## src/rtl/reg_wb_arbiter_pkg.sv

```systemverilog
// Shared types for the register-file write side.
// reg_addr_t : 5-bit architectural register index
// wb_req_t   : one writeback request (destination + data)
// popcount32 : number of set bits in a register mask
package rv_wb_pkg;
  localparam int XLEN     = 32;
  localparam int NUM_REGS = 32;

  typedef logic [4:0] reg_addr_t;

  typedef struct packed {
    reg_addr_t       rd;
    logic [XLEN-1:0] data;
  } wb_req_t;

  function automatic logic [5:0] popcount32(input logic [NUM_REGS-1:0] v);
    logic [5:0] n;
    n = '0;
    for (int i = 0; i < NUM_REGS; i++) n = n + {5'b0, v[i]};
    return n;
  endfunction
endpackage

```

## src/rtl/reg_wb_arbiter_fifo.sv

```systemverilog
// wb_fifo: synchronous FIFO of wb_req_t for long-latency results.
// Ports: clk, reset (sync, active-high), push/din, pop/dout (head, valid
// when !empty), full, empty, count (occupancy).
// Push while full and pop while empty are ignored. On simultaneous
// push+pop the head is read before the new entry is written.
module wb_fifo
  import rv_wb_pkg::*;
#(
  parameter int DEPTH = 4,
  localparam int AW = $clog2(DEPTH),
  localparam int CW = AW + 1
) (
  input  logic          clk,
  input  logic          reset,
  input  logic          push,
  input  wb_req_t       din,
  input  logic          pop,
  output wb_req_t       dout,
  output logic          full,
  output logic          empty,
  output logic [CW-1:0] count
);
  wb_req_t       mem [DEPTH];
  logic [AW-1:0] wr_ptr, rd_ptr;
  logic          do_push, do_pop;

  assign full    = (count == CW'(DEPTH));
  assign empty   = (count == '0);
  assign do_push = push && !full;
  assign do_pop  = pop && !empty;
  assign dout    = mem[rd_ptr];

  // Storage carries no reset; validity is tracked by count.
  always_ff @(posedge clk)
    if (do_push) mem[wr_ptr] <= din;

  always_ff @(posedge clk) begin
    if (reset) begin
      wr_ptr <= '0;
      rd_ptr <= '0;
      count  <= '0;
    end else begin
      if (do_push) wr_ptr <= wr_ptr + 1'b1;
      if (do_pop)  rd_ptr <= rd_ptr + 1'b1;
      count <= count + CW'(do_push) - CW'(do_pop);
    end
  end
endmodule

```

## src/rtl/reg_wb_arbiter.sv

```systemverilog
// reg_wb_arbiter: sole driver of the register file write port.
// Merges in-order pipeline writeback with buffered long-latency results
// and tracks outstanding long-latency destinations in pending_mask.
// Ports:
//   clk, reset                       clock, sync active-high reset
//   pipe_wr_en/pipe_rd/pipe_data     pipeline writeback; held off by pipe_stall
//   lr_issue_valid/rd/ready          long-latency issue, marks rd pending
//   lr_resp_valid/rd/data/ready      long-latency result into the FIFO
//   rf_write_reg/rf_rd/rf_data       registered register-file write port
//   pending_mask                     outstanding long-latency destinations
//   fifo_count                       result FIFO occupancy
module reg_wb_arbiter #(
  parameter int XLEN         = 32,
  parameter int FIFO_DEPTH   = 4,
  parameter int STARVE_LIMIT = 8
) (
  input  logic                          clk,
  input  logic                          reset,
  input  logic                          pipe_wr_en,
  input  logic [4:0]                    pipe_rd,
  input  logic [XLEN-1:0]               pipe_data,
  output logic                          pipe_stall,
  input  logic                          lr_issue_valid,
  input  logic [4:0]                    lr_issue_rd,
  output logic                          lr_issue_ready,
  input  logic                          lr_resp_valid,
  input  logic [4:0]                    lr_resp_rd,
  input  logic [XLEN-1:0]               lr_resp_data,
  output logic                          lr_resp_ready,
  output logic                          rf_write_reg,
  output logic [4:0]                    rf_rd,
  output logic [XLEN-1:0]               rf_data,
  output logic [31:0]                   pending_mask,
  output logic [$clog2(FIFO_DEPTH):0]   fifo_count
);
  import rv_wb_pkg::*;

  localparam int WW = $clog2(STARVE_LIMIT + 1);

  wb_req_t         head, push_req;
  logic            fifo_full, fifo_empty;
  logic            fifo_push, fifo_pop, pipe_sel;
  logic            issue_fire;
  logic            rf_from_fifo;   // current rf_* write came from the FIFO
  logic [WW-1:0]   wait_cnt;
  logic [31:0]     pending_nxt;

  // Arbitration: pipeline first unless the FIFO head has starved.
  assign pipe_stall = (wait_cnt == WW'(STARVE_LIMIT));
  assign pipe_sel   = pipe_wr_en && !pipe_stall;
  assign fifo_pop   = !pipe_sel && !fifo_empty;

  // Results to x0 are acknowledged but never buffered.
  assign lr_resp_ready = !fifo_full;
  assign fifo_push     = lr_resp_valid && lr_resp_ready && (lr_resp_rd != '0);
  assign push_req      = '{rd: lr_resp_rd, data: lr_resp_data};

  // Bounding outstanding issues by FIFO_DEPTH guarantees every result fits.
  // Uses only the registered mask, so a same-edge clear never admits an issue.
  assign lr_issue_ready = !pending_mask[lr_issue_rd] &&
                          (int'(popcount32(pending_mask)) < FIFO_DEPTH);
  assign issue_fire     = lr_issue_valid && lr_issue_ready;

  wb_fifo #(.DEPTH(FIFO_DEPTH)) u_fifo (
    .clk   (clk),
    .reset (reset),
    .push  (fifo_push),
    .din   (push_req),
    .pop   (fifo_pop),
    .dout  (head),
    .full  (fifo_full),
    .empty (fifo_empty),
    .count (fifo_count)
  );

  // Registered write port; x0 targets drop the strobe but still consume the source.
  always_ff @(posedge clk) begin
    if (reset) begin
      rf_write_reg <= 1'b0;
      rf_rd        <= '0;
      rf_data      <= '0;
      rf_from_fifo <= 1'b0;
    end else if (pipe_sel) begin
      rf_write_reg <= (pipe_rd != '0);
      rf_rd        <= pipe_rd;
      rf_data      <= pipe_data;
      rf_from_fifo <= 1'b0;
    end else if (fifo_pop) begin
      rf_write_reg <= (head.rd != '0);
      rf_rd        <= head.rd;
      rf_data      <= head.data;
      rf_from_fifo <= 1'b1;
    end else begin
      rf_write_reg <= 1'b0;
      rf_from_fifo <= 1'b0;
    end
  end

  // Counts cycles the FIFO head has been passed over; it can never exceed
  // STARVE_LIMIT because the stall it produces forces a pop.
  always_ff @(posedge clk) begin
    if (reset)                     wait_cnt <= '0;
    else if (fifo_empty || fifo_pop) wait_cnt <= '0;
    else                           wait_cnt <= wait_cnt + 1'b1;
  end

  // Clear lands on the same edge the register file commits the FIFO write.
  always_comb begin
    pending_nxt = pending_mask;
    if (rf_write_reg && rf_from_fifo) pending_nxt[rf_rd] = 1'b0;
    if (issue_fire && (lr_issue_rd != '0)) pending_nxt[lr_issue_rd] = 1'b1;
  end

  always_ff @(posedge clk) begin
    if (reset) pending_mask <= '0;
    else       pending_mask <= pending_nxt;
  end
endmodule
```

## config.mk

```make
export PLATFORM = sky130hd
export DESIGN_NAME = reg_wb_arbiter
export DESIGN_NICKNAME = d
export VERILOG_FILES = /design/src/rtl/reg_wb_arbiter_pkg.sv /design/src/rtl/reg_wb_arbiter_fifo.sv /design/src/rtl/reg_wb_arbiter.sv
export SDC_FILE = /design/constraint.sdc
export NUM_CORES = 1
export LEC_CHECK = 0
export CORE_MARGIN = 3
export CORE_UTILIZATION = 58
export DETAILED_ROUTE_END_ITERATION = 10
export PLACE_DENSITY = 0.82
export SYNTH_ARGS = -nofsm -noshare
export SYNTH_HDL_FRONTEND = slang
export SYNTH_HIERARCHICAL = 1
export SYNTH_SLANG_ARGS = --single-unit
```

## constraint.sdc

```tcl
create_clock -name clk -period 11.7 [get_ports clk]
set_input_delay 3.51 -clock clk [delete_from_list [all_inputs] [get_ports clk]]
set_output_delay 3.51 -clock clk [all_outputs]
set_load 0.05 [all_outputs]
```

==> impl_metrics.tcl <==
set metrics [dict create \
    status "finished clean" \
    clockPowerShare 0.326 \
    cts_made_buffers 24 \
    drv_slew 0 \
    drive_above_1_share 0.104 \
    top_register "u_fifo/mem" \
    min_from "u_fifo/rd_ptr[1]" \
    final_cells 1106 \
    die_h_um 139 \
    p_switching_mw 0.737 \
    p_sw_frac 0.298 \
    cp-start-kind "input port" \
    yosysUniqueCellTypes 52 \
    wl_per_cell_um 22.8 \
    die_w_um 139 \
    synth-seq-cells 232 \
    vias 6741 \
    finalWirelength_um 25200 \
    cts_buffer_depth 3 \
    seq_area_um2 6130 \
    fin_ws_ns 1.49 \
    syn_area_um2 10300 \
    place.gp.congestion 0.924 \
    rsz0062_at_grt "no" \
    relSlewSlack 0.291 \
    cts-htree-levels 1 \
    maxCapViolations 0 \
    syn-num-nets 840 \
    synthArstFlopShare 0 \
    drtIter0Drc 477 \
    critPathBufInv 3 \
    multi_input_area_um2 3740 \
    grt_max_degree 84 \
    dieArea_um2 19400 \
    p_per_area_nw_per_um2 193 \
    p_total_mw 2.48 \
    grt_pass1_wl_um 39800 \
    stdcell_area_um2 12800 \
    pre_cts_ws_ns 1.50 \
    max_freq_ghz 0.0979 \
    worst_slew_pin_slew_ns 1.06 \
    ctsResizeCount 0 \
    synth_edf_count 148 \
    worstPathRequired_ns 8.19 \
    peakVddDrop_v 0.000141 \
    synth_area_per_cell_um2 14.4 \
    cpMostUsedCell "clkdlybuf4s50_1" \
    holdBufCountCts 0 \
    root_buffer "clkbuf_16" \
    initial_core_util 0.594 \
    fin_util 0.739 \
    fin_skew_ns 0.0101 \
    grt_pass1_vias 7017 \
    mostFrequentLayoutCell "clkdlybuf4s50_1" \
    drc_errors 0 \
    tritoncts "done" \
    io_pins 160 \
    clk_latency_ns 0.52 \
    nets 985 \
    cp_slowest_stage_delay_ns 0.81 \
    antenna_cells 0 \
    power_frac_comb 0.260 \
    setup_viol 0 \
    hpwl_um 16800 \
    drtPass1Iterations 5 \
    whs_path_depth 2 \
    yosysWarnings 6 \
    ys_seq_area_frac 0.594 \
    largest_registers "u_fifo/mem: 148 flops, pending_mask: 32 flops, rf_data: 32 flops" \
    route.antenna.remaining_nets 0 \
    clkTransAtPathRegs_ns 0.06 \
    fill_cells 1027 \
    antenna_found_initial 0 \
    hold_ws_ns 0.512 \
    r2r_cells 15 \
    worstReg2RegStart "pending_mask[0]" \
    path_class "in -> out" \
    synth-main-ff-cell "edfxtp_1" \
    period_needed_ns 10.21 \
    post_dp_cell_area_um2 12000 \
    final_cell_mix "clkdlybuf4s50_1 (158), edfxtp_1 (148), dfxtp_1 (82), nor2_1 (62), inv_1 (56)" \
    worst_path_max_delay_cell "clkdlybuf4s50_1" \
    crit_path_end_kind "output port" \
    cts.sinks 232 \
    dp.cells 1062 \
    period_share 0.873 \
    rrSetupSlack_ns 6.60 \
    p_int_mw 1.74 \
    grt_usage 0.259 \
    cp_max_fo 32 \
    worst_r2r_endpoint "pending_mask[27]" \
    grt_overflow 0 \
    postSynthCellCount 718 \
    tns_ns 0 \
    critical_path_arrival_ns 6.70 \
    min_path_type "reg -> reg" \
    core_um2 17400 \
    p_leak_nw 4.53 \
    portBuffers 159 \
    path_delay_family "buffers and inverters" \
    syn_to_final_growth_pct 24.4 \
    pwr-share-seq 0.414 \
    hold_viol_final 0 \
    rows 48 \
    crit_chain "clkdlybuf4s50_1 > mux4_2 > nor2b_1 > a2111oi_4 > nor4_4 > buf_4 > nor2_1 > clkdlybuf4s50_1" \
    via_per_inst 6.09 \
    largest_reg_flops 148 \
    post_cts_buffers 0 \
]
[synth_stat cells, drive strengths merged, types with 3 or more instances]
cell	count	share of area
and2	4	0.0024
edfxtp	148	0.43
dfxtp	84	0.16
nand3	8	0.0039
mux4	43	0.098
o21ai	15	0.0073
nand3b	11	0.0080
a211o	9	0.0076
nor3b	6	0.0049
inv	56	0.020
ha	14	0.017
xnor2	3	0.0025
a211oi	40	0.029
or3	8	0.0049
nand2	25	0.0091
mux2i	38	0.037
nor3	4	0.0024
nor2	63	0.023
buf	16	0.014
fa	24	0.047
nor2b	13	0.0079
o41ai	31	0.027
clkbuf	30	0.011
a21oi	3	0.0015
[metal layers]
layer / wire length [um] / global-route usage
met4: 517 / 0.0664
met2: 12500 / 0.432
met5: 0 / 0
met3: 2070 / 0.0636
met1: 10100 / 0.346
[how the worst max path moves through the flow]
| stage | startpoint | to | slack, ns | cells past startpoint |
|---|---|---|---|---|
| floorplan | lr_issue_rd[0] | lr_issue_ready | 2.81 | 5 |
| global placement | lr_issue_rd[0] | lr_issue_ready | 1.51 | 8 |
| detailed placement | lr_issue_rd[0] | lr_issue_ready | 1.50 | 8 |
| CTS | lr_issue_rd[0] | lr_issue_ready | 1.49 | 8 |
| global route | lr_issue_rd[0] | lr_issue_ready | 1.38 | 8 |
| finish | lr_issue_rd[0] | lr_issue_ready | 1.49 | 8 |
[final cells by class]
cell class | count | area share
flip-flops and latches | 232 | 0.477
multi-input cells | 384 | 0.291
clock buffers | 29 | 0.0490
inverters | 56 | 0.0164
well taps | 225 | 0.0219
clock inverters | 15 | 0.0167
repair buffers | 165 | 0.127
[power by group through the flow]
stage	clock network [mW]	registers, mW	logic, mW
2_1_floorplan	0	1.11	0.385
3_3_place_gp	0	1.03	0.620
3_5_place_dp	0	1.04	0.637
4_1_cts	0.818	1.02	0.647
5_1_grt	0.850	1.03	0.685
6_report	0.808	1.02	0.644
[worst register-to-register path, stage by stage (launching register included)]
cell	delay (ns)
dfxtp_1	0.39
inv_1	0.10
fa_1	0.53
fa_1	0.42
inv_1	0.09
fa_1	0.44
fa_1	0.52
fa_1	0.55
inv_1	0.06
fa_1	0.53
inv_1	0.04
ha_1	0.18
nor4_1	0.27
nand3_1	0.11
buf_4	0.26
o41ai_1	0.46
[kinds of logic (layout without fill, tap and decap cells)]
group | count (synthesis) | in the layout | share of synthesized area
muxes | 83 | 83 | 0.137
and+or+nand+nor | 151 | 151 | 0.0731
adders and majority gates | 38 | 38 | 0.0636
xor gates and xnor gates | 5 | 5 | 0.00425
DFF | 232 | 232 | 0.594
AOI/OAI and AO/OA | 107 | 107 | 0.0821
buffers and inverters | 102 | 265 | 0.0458
Note: power is estimated with default switching activity, not from simulation.
